==> config.mk <==
export PLATFORM = sky130hd
export DESIGN_NAME = rr_arbiter
export DESIGN_NICKNAME = d
export VERILOG_FILES = /design/src/rtl/arb_pkg.sv /design/src/rtl/arb_rr_pick.sv /design/src/rtl/rr_arbiter.sv
export SDC_FILE = /design/constraint.sdc
export NUM_CORES = 1
export LEC_CHECK = 0
export CAP_MARGIN = 20
export CORE_AREA = 2 2 66 68
export CTS_CLUSTER_DIAMETER = 50
export DETAILED_ROUTE_END_ITERATION = 8
export DIE_AREA = 0 0 68 70
export GPL_TIMING_DRIVEN = 0
export REMOVE_ABC_BUFFERS = 1
export SETUP_SLACK_MARGIN = 0.2
export SKIP_LAST_GASP = 1
export SLEW_MARGIN = 40
export SYNTH_ARGS = -nofsm -noshare
export SYNTH_HDL_FRONTEND = slang
export SYNTH_SLANG_ARGS = --single-unit
==> constraint.sdc <==
create_clock -name clk -period 6.7 [get_ports clk]
set_input_delay 2.01 -clock clk [delete_from_list [all_inputs] [get_ports clk]]
set_output_delay 2.01 -clock clk [all_outputs]
set_load 0.02 [all_outputs]
==> src/rtl/arb_pkg.sv <==
// Shared types and helpers for the round-robin arbiter slice.
// Holds FSM state encoding, default sizes and a one-hot decoder.
package arb_pkg;

    typedef enum logic {
        IDLE = 1'b0,
        OWN  = 1'b1
    } arb_state_e;

    localparam int N_REQ_DFLT    = 5;
    localparam int MAX_HOLD_DFLT = 4;

    // Index of the set bit of a one-hot (or zero) vector, 0 if none.
    function automatic logic [4:0] onehot2idx(input logic [31:0] oh);
        logic [4:0] idx;
        idx = '0;
        for (int i = 0; i < 32; i++) begin
            if (oh[i]) idx = 5'(i);
        end
        return idx;
    endfunction

endpackage

==> src/rtl/arb_rr_pick.sv <==
// Combinational round-robin picker: first set req bit at or after ptr.
// Ports: req (request vector), ptr (scan start), excl_vld/excl_idx
// (one index masked out of the scan), pick_vld/pick_idx (winner).
module arb_rr_pick
    import arb_pkg::*;
#(
    parameter int N_REQ = N_REQ_DFLT
) (
    input  logic [N_REQ-1:0]         req,
    input  logic [$clog2(N_REQ)-1:0] ptr,
    input  logic                     excl_vld,
    input  logic [$clog2(N_REQ)-1:0] excl_idx,
    output logic                     pick_vld,
    output logic [$clog2(N_REQ)-1:0] pick_idx
);

    localparam int IW = $clog2(N_REQ);
    localparam logic [IW:0] N_W = (IW+1)'(N_REQ);

    logic [N_REQ-1:0] req_m;
    logic [N_REQ-1:0] rot;
    logic [IW-1:0]    ofs;
    logic [IW:0]      sum;

    always_comb begin
        req_m = req;
        if (excl_vld) req_m[excl_idx] = 1'b0;

        // Rotate so that bit ptr lands at position 0.
        rot = N_REQ'({req_m, req_m} >> ptr);
        pick_vld = |rot;

        ofs = '0;
        for (int i = N_REQ-1; i >= 0; i--) begin
            if (rot[i]) ofs = IW'(i);
        end

        // Rotate back: (ofs + ptr) mod N_REQ.
        sum = {1'b0, ofs} + {1'b0, ptr};
        if (sum >= N_W) sum = sum - N_W;
        pick_idx = sum[IW-1:0];
    end

endmodule

==> src/rtl/rr_arbiter.sv <==
// Round-robin arbiter with registered one-hot grant (no req->gnt path).
// Ports: clk, rst_n (async active-low), req[N_REQ], gnt[N_REQ],
// gnt_vld (=|gnt), gnt_id (index of set gnt bit, 0 when idle).
// Macro ARB_HOLD_LIMIT_EN: when defined, an owner is forced to hand off
// after MAX_HOLD consecutive cycles while others wait; otherwise it keeps
// the grant while its req stays high and MAX_HOLD is unused.
module rr_arbiter
    import arb_pkg::*;
#(
    parameter int N_REQ    = N_REQ_DFLT,
    parameter int MAX_HOLD = MAX_HOLD_DFLT
) (
    input  logic                     clk,
    input  logic                     rst_n,
    input  logic [N_REQ-1:0]         req,
    output logic [N_REQ-1:0]         gnt,
    output logic                     gnt_vld,
    output logic [$clog2(N_REQ)-1:0] gnt_id
);

    localparam int IW = $clog2(N_REQ);
    localparam logic [IW-1:0] LAST = IW'(N_REQ-1);

    if (N_REQ < 2 || N_REQ > 32 || MAX_HOLD < 1) begin : g_bad_param
        $error("rr_arbiter: unsupported N_REQ/MAX_HOLD");
    end

    arb_state_e       state_q, state_d;
    logic [IW-1:0]    ptr_q, ptr_d;
    logic [N_REQ-1:0] gnt_q, gnt_d;
    logic             gnt_vld_q, gnt_vld_d;
    logic [IW-1:0]    gnt_id_q, gnt_id_d;

`ifdef ARB_HOLD_LIMIT_EN
    localparam int HW = (MAX_HOLD > 1) ? $clog2(MAX_HOLD) : 1;
    localparam logic [HW-1:0] HOLD_TOP = HW'(MAX_HOLD-1);

    logic [HW-1:0] hold_cnt_q, hold_cnt_d;
    logic          others;
`endif

    logic          own_req;
    logic          rearb;
    logic [IW-1:0] owner_idx;
    logic          pick_vld;
    logic [IW-1:0] pick_idx;

    // gnt_q is one-hot while owning, so it identifies the owner.
    assign owner_idx = IW'(onehot2idx(32'(gnt_q)));
    assign own_req   = |(req & gnt_q);
`ifdef ARB_HOLD_LIMIT_EN
    assign others    = |(req & ~gnt_q);
`endif

    // Masking the owner only matters on a hand-off; when the owner has
    // dropped its req the mask is a no-op.
    arb_rr_pick #(
        .N_REQ (N_REQ)
    ) u_pick (
        .req      (req),
        .ptr      (ptr_q),
        .excl_vld (own_req),
        .excl_idx (owner_idx),
        .pick_vld (pick_vld),
        .pick_idx (pick_idx)
    );

    always_comb begin
        state_d   = state_q;
        ptr_d     = ptr_q;
        gnt_d     = gnt_q;
        gnt_vld_d = gnt_vld_q;
        gnt_id_d  = gnt_id_q;
`ifdef ARB_HOLD_LIMIT_EN
        hold_cnt_d = hold_cnt_q;
`endif
        rearb = 1'b1;

        unique case (state_q)
            IDLE: rearb = 1'b1;
            OWN: begin
                if (own_req) begin
                    rearb = 1'b0;
`ifdef ARB_HOLD_LIMIT_EN
                    // Count saturates; reaching the top with others
                    // waiting forces a hand-off.
                    if (hold_cnt_q != HOLD_TOP) begin
                        hold_cnt_d = hold_cnt_q + 1'b1;
                    end else if (others) begin
                        rearb = 1'b1;
                    end
`endif
                end
            end
            default: rearb = 1'b1;
        endcase

        if (rearb) begin
            if (pick_vld) begin
                state_d   = OWN;
                gnt_d     = N_REQ'(1) << pick_idx;
                gnt_vld_d = 1'b1;
                gnt_id_d  = pick_idx;
                ptr_d     = (pick_idx == LAST) ? '0 : pick_idx + 1'b1;
`ifdef ARB_HOLD_LIMIT_EN
                hold_cnt_d = '0;
`endif
            end else begin
                state_d   = IDLE;
                gnt_d     = '0;
                gnt_vld_d = 1'b0;
                gnt_id_d  = '0;
`ifdef ARB_HOLD_LIMIT_EN
                hold_cnt_d = '0;
`endif
            end
        end
    end

    always_ff @(posedge clk or negedge rst_n) begin
        if (!rst_n) begin
            state_q   <= IDLE;
            ptr_q     <= '0;
            gnt_q     <= '0;
            gnt_vld_q <= 1'b0;
            gnt_id_q  <= '0;
`ifdef ARB_HOLD_LIMIT_EN
            hold_cnt_q <= '0;
`endif
        end else begin
            state_q   <= state_d;
            ptr_q     <= ptr_d;
            gnt_q     <= gnt_d;
            gnt_vld_q <= gnt_vld_d;
            gnt_id_q  <= gnt_id_d;
`ifdef ARB_HOLD_LIMIT_EN
            hold_cnt_q <= hold_cnt_d;
`endif
        end
    end

    assign gnt     = gnt_q;
    assign gnt_vld = gnt_vld_q;
    assign gnt_id  = gnt_id_q;

endmodule
# [After elaboration in Yosys (flattened, before gate mapping)]
# Cells that the tools add are included.
[word_totals] regBits=12 latchBits=0 ram_bits=0 mem_bits_ro=0 input_bits=7 output_inout_bits=9 memories=0
[op_classes] n_addsub=3 mul=0 div=0 magnitude_cmp=3 eq_ne=1 n_shift=2 mux=19 n_bitwise=4 reduce_logical=4
[ops] cell="$mux 3" count=10
[ops] cell="$and 5x5->5" count=2
[ops] cell="$mux 5" count=2
[ops] cell="$reduce_or 5->1" count=2
[ops] cell="$shr 10x3->5" count=1
[ops] cell="$not 5->5" count=1
[ops] cell="$shl 1x3->5 const A" count=1
[ops] cell="$add 3x3->4" count=1
[ops] cell="$ge 4x3->1 const B" count=1
[ops] cell="$lt 3x4->1 const B" count=1
[ops] cell="$mux 1" count=4
[ops] cell="$add 3x1->3 const B" count=1
[ops] cell="$demux 1 s3" count=1
[ops] cell="$eq 3x3->1 const B" count=1
[ops] cell="$ge 3x1->1 const B" count=1
[ops] cell="$sub 3x3->3 const B" count=1
[ops] cell="$mux 2" count=1
[ops] cell="$pmux 1 s2" count=1
[ops] cell="$reduce_and 2->1" count=1
[ops] cell="$logic_and 1x1->1" count=1
[ops] cell="$not 1->1" count=1

# [Longest topological paths before layout]
# Gate-level depths: netlist of run 1.
[logic_depth] ltp_word=22 mapped_depth=20 mapped_depth_nobuf=19

# [Modules after synthesis]
# Synthesis of run 1 repeated with hierarchy kept, for this count alone.
[unflattened] hier_cells=148 hier_area_um2=1300.0
[by_module_without_submodules] mod="rr_arbiter" instances=1 cells_each=73 area_each_um2=688.2
[by_module_without_submodules] mod="arb_rr_pick" instances=1 cells_each=75 area_each_um2=611.8

# [Worst setup path after synthesis of run 1]
# No wires, ideal clock.
[synth_timing] path_kind="input to register" start="in req[4]" end="reg ptr_q[2]" t_arrival_ns=5.946 required_time_ns=6.572 slack_ns=0.626 cell_stages=17 n_path_buf=0 path_cell_list="or3b_2 a31oi_1 a32oi_2 o211ai_2 nor4bb_1 fa_1 inv_1 ha_1 nor2b_1 o21ai_0 a211oi_1 mux2i_1 inv_1 ha_1 ha_1 nor2_1 mux2_1"
[synth_between] elab_chain_cells=14
[synth_rtl] item="start: declaration" line="rr_arbiter.sv:15" source="input logic [N_REQ-1:0] req,"
[synth_rtl] item="$and 5x5->5" line="rr_arbiter.sv:50" source="assign own_req = |(req & gnt_q);"
[synth_rtl] item="$reduce_or 5->1" line="rr_arbiter.sv:50"
[synth_rtl] item="$mux 5" line="arb_rr_pick.sv:27" source="if (excl_vld) req_m[excl_idx] = 1'b0;"
[synth_rtl] item="$shr 10x3->5" line="arb_rr_pick.sv:30" source="rot = N_REQ'({req_m, req_m} >> ptr);"
[synth_rtl] item="$mux 3 (5 in a row)" line="arb_rr_pick.sv:35" source="if (rot[i]) ofs = IW'(i);"
[synth_rtl] item="$add 3x3->4" line="arb_rr_pick.sv:39" source="sum = {1'b0, ofs} + {1'b0, ptr};"
[synth_rtl] item="$ge 4x3->1 or $sub 3x3->3 (tied branches)" line="arb_rr_pick.sv:40" source="if (sum >= N_W) sum = sum - N_W;"
[synth_rtl] item="$mux 3" line="arb_rr_pick.sv:40"
[synth_rtl] item="$add 3x1->3 or $eq 3x3->1 (tied branches)" line="rr_arbiter.sv:104" source="ptr_d = (pick_idx == LAST) ? '0 : pick_idx + 1'b1;"
[synth_rtl] item="$mux 3" line="rr_arbiter.sv:104"
[synth_rtl] item="end signal: assignment" line="rr_arbiter.sv:132" source="ptr_q <= ptr_d;"
[synth_rtl] item="end: declaration" line="rr_arbiter.sv:29" source="logic [IW-1:0] ptr_q, ptr_d;"
# Parallel ways exist; a longest one is shown, timed or not.
# A chain may end at the register's enable or synchronous reset.

# [Worst setup path after layout of run 1]
[layout_timing] start="in req[1]" end="reg ptr_q[2]"
# Same word-level chain as after synthesis.

==> results of run 1 <==
sequential cells by signal, indices dropped and copies added (netlist names):
register	cells
gnt_vld	1
gnt	5
gnt_id	3
ptr_q	3
synthesized netlist by cell type, types with 2 or more instances:
cell	number	share of area [%]
dfrtp_1	12	25
a211oi_1	3	1.9
nand3_1	4	1.7
and2_1	3	1.6
nand2b_1	4	2.1
a31oi_1	3	1.6
inv_1	10	3.2
nor2_1	4	1.3
nor2b_1	5	2.6
mux2_1	3	2.8
o21ai_1	3	1.3
ha_1	10	11
clkbuf_1	3	0.95
a21oi_1	3	1.3
a31o_1	2	1.5
o31ai_1	7	4.4
and3b_1	2	1.5
a32oi_1	2	1.5
nand2_1	20	6.3
placed cells by master (no fill, tap or decap), types with 4 or more instances in the layout:
cell type / netlist / final
nor2b_1: 5 / 4
nand2b_1: 4 / 4
o31ai_1: 7 / 7
nor2_1: 4 / 4
clkdlybuf4s50_1: 0 / 14
ha_1: 10 / 8
inv_1: 10 / 9
nand3_1: 4 / 4
dfrtp_1: 12 / 12
nand2_1: 20 / 20
worst max path at each step:
stage / slack [ns] / start / to
after floorplan: 0.63 / req[4] / ptr_q[2]
after global placement: -0.23 / req[4] / ptr_q[2]
after detailed placement: -0.46 / req[4] / ptr_q[2]
after CTS: 0.23 / req[4] / ptr_q[2]
after global routing: 0.31 / req[1] / ptr_q[2]
final: 0.51 / req[1] / ptr_q[2]
layout make-up:
cell class	count	area, um2	share of cell area, %
sequential	12	300	20.2
multi-input combinational	110	883	59.4
tap	52	65.1	4.37
clock buffer	3	41.3	2.78
timing repair buffer	16	160	10.8
inverter	10	37.5	2.52
cells by family after synthesis:
| family | after synthesis |
|---|---|
| and+or+nand+nor | 54 |
| AOI/OAI and AO/OA | 39 |
| buffers and inverters | 14 |
| DFF | 12 |
| adders and majority gates | 11 |
| muxes | 5 |
| xor gates and xnor gates | 1 |
repair_timing:
action | in CTS | in global routing
endpoints found under the setup margin | 6 | 3
hold endpoints to repair | 0 | 0
resized for setup | 4 | 8
pin swaps | 0 | 5
setup buffers | 1 | 0
critical path, cell delays in order:
cell	delay (ns)
clkdlybuf4s50_1	0.54
nor2b_1	0.15
a32oi_1	0.10
a22o_2	0.34
a21boi_0	0.13
o32ai_1	0.34
ha_2	0.27
fa_1	0.46
inv_2	0.11
ha_4	0.15
nor2b_2	0.15
o21ai_0	0.11
a211oi_2	0.30
mux2i_1	0.28
inv_1	0.09
ha_1	0.19
ha_1	0.28
nor2_1	0.04
mux2_1	0.27
stage by stage:
| step | hold WS (ns) | instance area (um2) |
|---|---|---|
| after floorplan | 0.593 | 1170 |
| after global placement | 0.468 | 1390 |
| after detailed placement | 0.475 | 1390 |
| after CTS | 0.490 | 1460 |
| after global routing | 0.502 | 1490 |
| final | 0.488 | 1490 |
per-layer routing:
metal | global-route usage (%) | wire [um] | vias up | share of wire, %
li1 | - | - | 544 | -
met4 | 3.56 | 62 | 0 | 2.0
met1 | 16.0 | 1310 | 554 | 43
met3 | 2.58 | 119 | 6 | 3.9
met2 | 23.1 | 1540 | 39 | 51
met5 | 0 | 0 | - | 0
==> flow_metrics.tcl, run 1 <==
set metrics [dict create \
    dp_cells 199 \
    grt_overflow 0 \
    wl_mm 3.03 \
    portBuffers 15 \
    vias 1143 \
    ant_nets 0 \
    synth_cell_types 52 \
    ys_warn_count 0 \
    cp_max_fo 5 \
    diodes 0 \
    synth_top_family_by_area "compound AO/OA/AOI/OAI gates" \
    status "completed" \
    setup_ws_ns 0.506 \
    fillers 421 \
    worst_slew_pin_slew_ns 0.652 \
    ys_seq_area_share_pct 25.3 \
    r2r-end "ptr_q[2]" \
    synthAdderAreaFrac_pct 12.2 \
    synth_compound_area_share_pct 27.2 \
    synthFlopType "dfrtp_1" \
    clock_latency_ns 0.23 \
    grt_max_degree 19 \
    pre_cts_ws_ns -0.459 \
    syn_inst 136 \
    syn_area_um2 1190 \
    synth_mux_area_share_pct 4.64 \
    dp_hpwl_mm 2.24 \
    final_cells 203 \
    cts_htree_levels 1 \
    cts.sinks 12 \
    antenna_found_initial 0 \
    cts_hold_buf 0 \
    final_core_util_pct 35.9 \
    grt_usage_pct 13.2 \
    r2r_cells 19 \
    cp.arrival_ns 6.31 \
    grt_pass1_wl_mm 4.95 \
    min_from "gnt_id[0]" \
    nets 171 \
    pin_count 16 \
    row_count 24 \
    coreArea_um2 4140 \
    skew_ns 0.00320 \
    clock_tree.root_cell "clkbuf_8" \
    hold_depth 2 \
    slew_headroom_pct 56.3 \
    critPathKind "in -> reg" \
    finalCritPeriodShare_pct 92.4 \
    end_kind "flip-flop" \
    cts_tree "yes" \
    synth-seq-cells 12 \
    r2r_slack_ns 1.87 \
    clk_path_buf_depth 2 \
    async_flop_share_pct 100 \
    synth-simple-area-share_pct 25.5 \
    syn_avg_cell_area_um2 8.73 \
    post-route-drc-count 0 \
    hold_viol_final 0 \
    first_iter_violations 67 \
    max_cap_violations 0 \
    die_height_um 70 \
    start_kind "input port" \
    setup_violations 0 \
    fmax_mhz 161 \
    cp.required_ns 6.81 \
    die_w_um 68 \
    wl_per_cell_um 14.9 \
    dieArea_um2 4760 \
    slew_viol_final 0 \
    tns_ns 0 \
    grt_pass1_vias 1073 \
    cts_made_buffers 3 \
    start_util_pct 28.7 \
    min_period_ns 6.19 \
    via_per_inst 5.63 \
    synth_xor_area_share_pct 0.738 \
    synth-edff-count 0 \
    drive_gt1_share_pct 13.2 \
    drtPass1Iterations 4 \
    syn2layout_area_growth_pct 25.3 \
    worstReg2RegStart "ptr_q[0]" \
    rsz0062_at_grt "false" \
    whs_endpoint "gnt_id[0]" \
    hold_class "reg -> reg" \
    path_clk_slew_ns 0.05 \
    gp_congestion 0.775 \
]
Power of run 1 is not shown: default switching activity piles up to over one toggle a cycle in this logic, so the estimate is an artifact.
==> run 2: changes to the inputs <==
- ABC_AREA: default -> 1
- CORE_AREA: 2 2 66 68 -> 2 2 65 67
- CTS_CLUSTER_SIZE: default -> 28
- DIE_AREA: 0 0 68 70 -> 0 0 67 69
==> flow_metrics.tcl, run 2 <==
set metrics [dict create \
    status "completed" \
    nets 206 \
    grt_pass1_wl_mm 4.32 \
    first_iter_violations 50 \
    die_w_um 67 \
    portBuffers 15 \
    r2r-end "ptr_q[2]" \
    wl_per_cell_um 10.2 \
    start_kind "input port" \
    syn_area_um2 1150 \
    cts_made_buffers 3 \
    dp_hpwl_mm 1.98 \
    post_cts_resized 0 \
    cp_top_family "simple AND/OR/NAND/NOR gates" \
    post-cts-setup-buffers 0 \
    synth_compound_area_share_pct 5.68 \
    wl_mm 2.42 \
    path_buf_inv 4 \
    layout_common_cells "nand2_1, nand3_1, inv_1" \
    setup_violations 0 \
    row_count 23 \
    cp.required_ns 6.87 \
    hold_depth 2 \
    grt_pass1_vias 1024 \
    skew_ns 0.00564 \
    grt_overflow 0 \
    grt_max_degree 15 \
    synth_top_area_share_pct 26.2 \
    diodes 0 \
    via_per_inst 4.54 \
    whs_endpoint "gnt_id[0]" \
    slew_headroom_pct 64.2 \
    drtPass1Iterations 4 \
    path_cells "clkdlybuf4s50_1 -> nand2_1 -> nand2_1 -> nor2_2 -> nand2_2 -> nand2_1 -> nand3_1 -> nand3_1 -> a21oi_1 -> nor2_2 -> nor3_1 -> fa_1 -> inv_1 -> ha_1 -> inv_1 -> o211ai_1 -> nand2_1 -> o21ai_0 -> ha_1 -> ha_1 -> or2_1 -> inv_1 -> nand3_1 -> nand2_1" \
    hold_class "reg -> reg" \
    rsz0062_at_grt "false" \
    fmax_mhz 169 \
    critPathMaxStageDelay_ns 0.58 \
    gp_congestion 0.721 \
    grt_usage_pct 11.8 \
    antenna_found_initial 0 \
    end_kind "flip-flop" \
    ys_seq_area_share_pct 26.2 \
    synth_area_leaders "dfrtp_1, nand2_1, nand3_1" \
    min_period_ns 5.92 \
    worstReg2RegStart "gnt[3]" \
    r2r_slack_ns 2.63 \
    cts_htree_levels 1 \
    post-route-drc-count 0 \
    hold_viol_final 0 \
    synthFlopType "dfrtp_1" \
    synth-seq-cells 12 \
    synth_cell_types 26 \
    synth_most_common_cell "nand2_1" \
    syn_avg_cell_area_um2 6.66 \
    slew_viol_final 0 \
    final_cells 237 \
    routed.top_layer "met4" \
    cp_max_fo 5 \
    worst_slew_pin_slew_ns 0.535 \
    wl_met1_mm 1.15 \
    max_cap_violations 0 \
    cts_tree "yes" \
    synth-edff-count 0 \
    clk_path_buf_depth 2 \
    synthAdderAreaFrac_pct 12.7 \
    design_area_um2 1390 \
    clock_latency_ns 0.24 \
    largest_reg_flops 5 \
    clock_tree.root_cell "clkbuf_8" \
    cts_hold_buf 0 \
    syn2layout_area_growth_pct 21.2 \
    dieArea_um2 4620 \
    synthTopCellsByCount "nand2_1, nand3_1, inv_1" \
    cp.arrival_ns 6.09 \
    start_util_pct 29.3 \
    die_height_um 69 \
    finalCritPeriodShare_pct 88.3 \
    wl_met3_um 67 \
    drive_gt1_share_pct 11.8 \
    synth_mux_area_share_pct 0 \
    min_from "gnt_id[0]" \
    yosysTopAreaCell "dfrtp_1" \
    syn_inst 172 \
    placed_cell_area_um2 1330 \
    timing.hold.ws_ns 0.478 \
    crit_top_cell "nand2_1" \
    layout_commonest_cell "nand2_1" \
    vias 1075 \
    ant_nets 0 \
    cts.sinks 12 \
    dp_cells 233 \
    tns_ns 0 \
    synth_xor_area_share_pct 1.53 \
    dr_wl_met2_mm 1.17 \
    async_flop_share_pct 100 \
    r2r_cells 23 \
    synth-simple-area-share_pct 44.2 \
    synth_top_family_by_area "simple AND/OR/NAND/NOR gates" \
    pin_count 16 \
    coreArea_um2 3910 \
    ys_warn_count 0 \
    critPathSlowestCell "clkdlybuf4s50_1" \
    path_clk_slew_ns 0.05 \
    critPathKind "in -> reg" \
]
-- run 2: cell count changes in the layout (fill, tap and decap cells not counted), sizes merged, moves of 4 or more --
cell	change
a211oi	-4
inv	+13
mux2	-4
nand2	+40
nand2b	-4
nand3	+29
nor2	+6
nor2b	-5
o31ai	-8
-- run 2: tightest hold or removal path, delay by kind of cell, from the launching register on --
family,cells,cell delay [ns]
DFF,1,0.33
and+or+nand+nor,2,0.11
-- run 2: stage by stage --
stage | util, % | setup WS [ns]
floorplan | - | 1.52
global placement | 34.1 | 0.561
detailed placement | 34.1 | 0.470
CTS | 35.5 | 0.698
global route | 35.5 | 0.253
finish | 35.5 | 0.782
-- run 2: cell type report --
type	instances	area (um2)
multi-input cells	133	734
inverters	23	86.3
clock buffers	4	55.1
repair buffers	15	150
flip-flops and latches	12	300
well taps	50	62.6
fillers	456	2520
-- run 2: worst max path at each step --
stage,slack [ns],cells after the start,from,end
final,0.78,24,req[0],ptr_q[2]
after global routing,0.25,26,req[0],ptr_q[2]
after CTS,0.70,24,req[0],ptr_q[2]
after detailed placement,0.47,24,req[0],ptr_q[2]
after global placement,0.56,24,req[0],ptr_q[2]
after floorplan,1.52,22,req[2],ptr_q[2]
-- run 2: per-layer routing --
layer,GRT usage [%],vias up
met5,0,-
met1,14.4,479
met2,20.5,15
met4,3.63,0
met3,2.12,4
li1,-,577
-- run 2: kinds of logic after synthesis --
kind of cell / after synthesis
xor gates and xnor gates: 2
AOI/OAI and AO/OA: 11
and+or+nand+nor: 109
DFF: 12
buffers and inverters: 27
adders and majority gates: 11
Power of run 2 is left out for the same reason.
==> run 3: changes to the inputs <==
- SETUP_SLACK_MARGIN: 0.2 -> 0.5
==> flow_metrics.tcl, run 3 (same netlist as run 2, synthesis figures left out) <==
set metrics [dict create \
    portBuffers 15 \
    cp.arrival_ns 5.99 \
    drive_gt1_share_pct 13.4 \
    diodes 0 \
    setup_violations 0 \
    row_count 23 \
    post-cts-setup-buffers 0 \
    max_cap_violations 0 \
    layout_common_cells "nand2_1, nand3_1, inv_1" \
    final_core_util_pct 35.9 \
    wl_mm 2.42 \
    r2r_slack_ns 2.74 \
    cp.required_ns 6.87 \
    syn2layout_area_growth_pct 22.6 \
    wl_per_cell_um 10.2 \
    rsz0062_at_grt "false" \
    start_kind "input port" \
    critPathSlowestCell "clkdlybuf4s50_1" \
    worst_slew_pin_slew_ns 0.531 \
    die_w_um 67 \
    slew_headroom_pct 64.5 \
    grt_max_degree 15 \
    grt_pass1_wl_mm 4.32 \
    min_period_ns 5.81 \
    grt_pass1_vias 1024 \
    ant_nets 0 \
    hold_viol_final 0 \
    grt_usage_pct 11.8 \
    end_kind "flip-flop" \
    layout_commonest_cell "nand2_1" \
    dp_hpwl_mm 1.98 \
    via_per_inst 4.56 \
    timing.hold.ws_ns 0.477 \
    first_iter_violations 45 \
    fmax_mhz 172 \
    r2r_cells 22 \
    critPathMaxStageDelay_ns 0.58 \
    critPathKind "in -> reg" \
    pre_cts_ws_ns 0.470 \
    vias 1080 \
    finalCritPeriodShare_pct 86.8 \
    status "completed" \
    cts_htree_levels 1 \
    cts.sinks 12 \
    post-route-drc-count 0 \
    dieArea_um2 4620 \
    clk_path_buf_depth 2 \
    coreArea_um2 3910 \
    pin_count 16 \
    hold_class "reg -> reg" \
    antenna_found_initial 0 \
    clock_latency_ns 0.24 \
    die_height_um 69 \
    drtPass1Iterations 6 \
    cp_max_fo 5 \
    tns_ns 0 \
    setup_ws_ns 0.885 \
    path_clk_slew_ns 0.05 \
    nets 206 \
    skew_ns 0.00573 \
    cts_made_buffers 3 \
    clock_tree.root_cell "clkbuf_8" \
    gp_congestion 0.721 \
    cts_tree "yes" \
    start_util_pct 29.3 \
    crit_top_cell "nand2_1" \
    grt_overflow 0 \
    slew_viol_final 0 \
    largest_reg_flops 5 \
    hold_depth 2 \
]
## run 3: cell counts in the layout (fill, tap and decap cells not counted)
Identical to the previous run, type by type.
## run 3: path summary, 6_finish.rpt
| kind | from | endpoint |
|---|---|---|
| max | req[0] | ptr_q[2] |
| min | gnt_id[0] | gnt_id[0] |
| max reg2reg | gnt[4] | ptr_q[2] |
| min reg2reg | gnt_id[0] | gnt_id[0] |
| max in group asynchronous | rst_n | ptr_q[2] |
| min in group asynchronous | rst_n | gnt_id[0] |
## run 3: stage by stage
stage | area, um2 | std cells
5_1_grt | 1410 | 237
2_1_floorplan | 1120 | 168
6_report | 1410 | 237
3_5_place_dp | 1330 | 233
3_3_place_gp | 1330 | 233
4_1_cts | 1390 | 237
## run 3: timing repair
| action | in CTS | in global routing |
|---|---|---|
| setup endpoints to repair | 0 | 4 |
| hold buffers | 0 | 0 |
| resized for setup | 0 | 4 |
## run 3: area by class of cell
cell class / instances / area (um2)
fillers: 455 / 2510
multi-input cells: 133 / 751
flip-flops and latches: 12 / 300
repair buffers: 15 / 150
inverters: 23 / 86.3
well taps: 50 / 62.6
clock buffers: 4 / 55.1
## run 3: critical path: cells and delay by family
family	cells	cell delay [ns]
compound gates	3	0.56
fa+ha+maj	5	1.29
simple gates	12	1.11
xor+xnor	1	0.20
buf+inv	4	0.81
## run 3: routing by layer
metal  up-vias  global-route usage [%]  wire (um)
met5         -                       0          0
met4         0                    3.63         30
met3         4                    2.12         65
met2        15                    20.5       1170
met1       483                    14.4       1150
li1        578                       -          -
Power of run 3 is left out for the same reason.
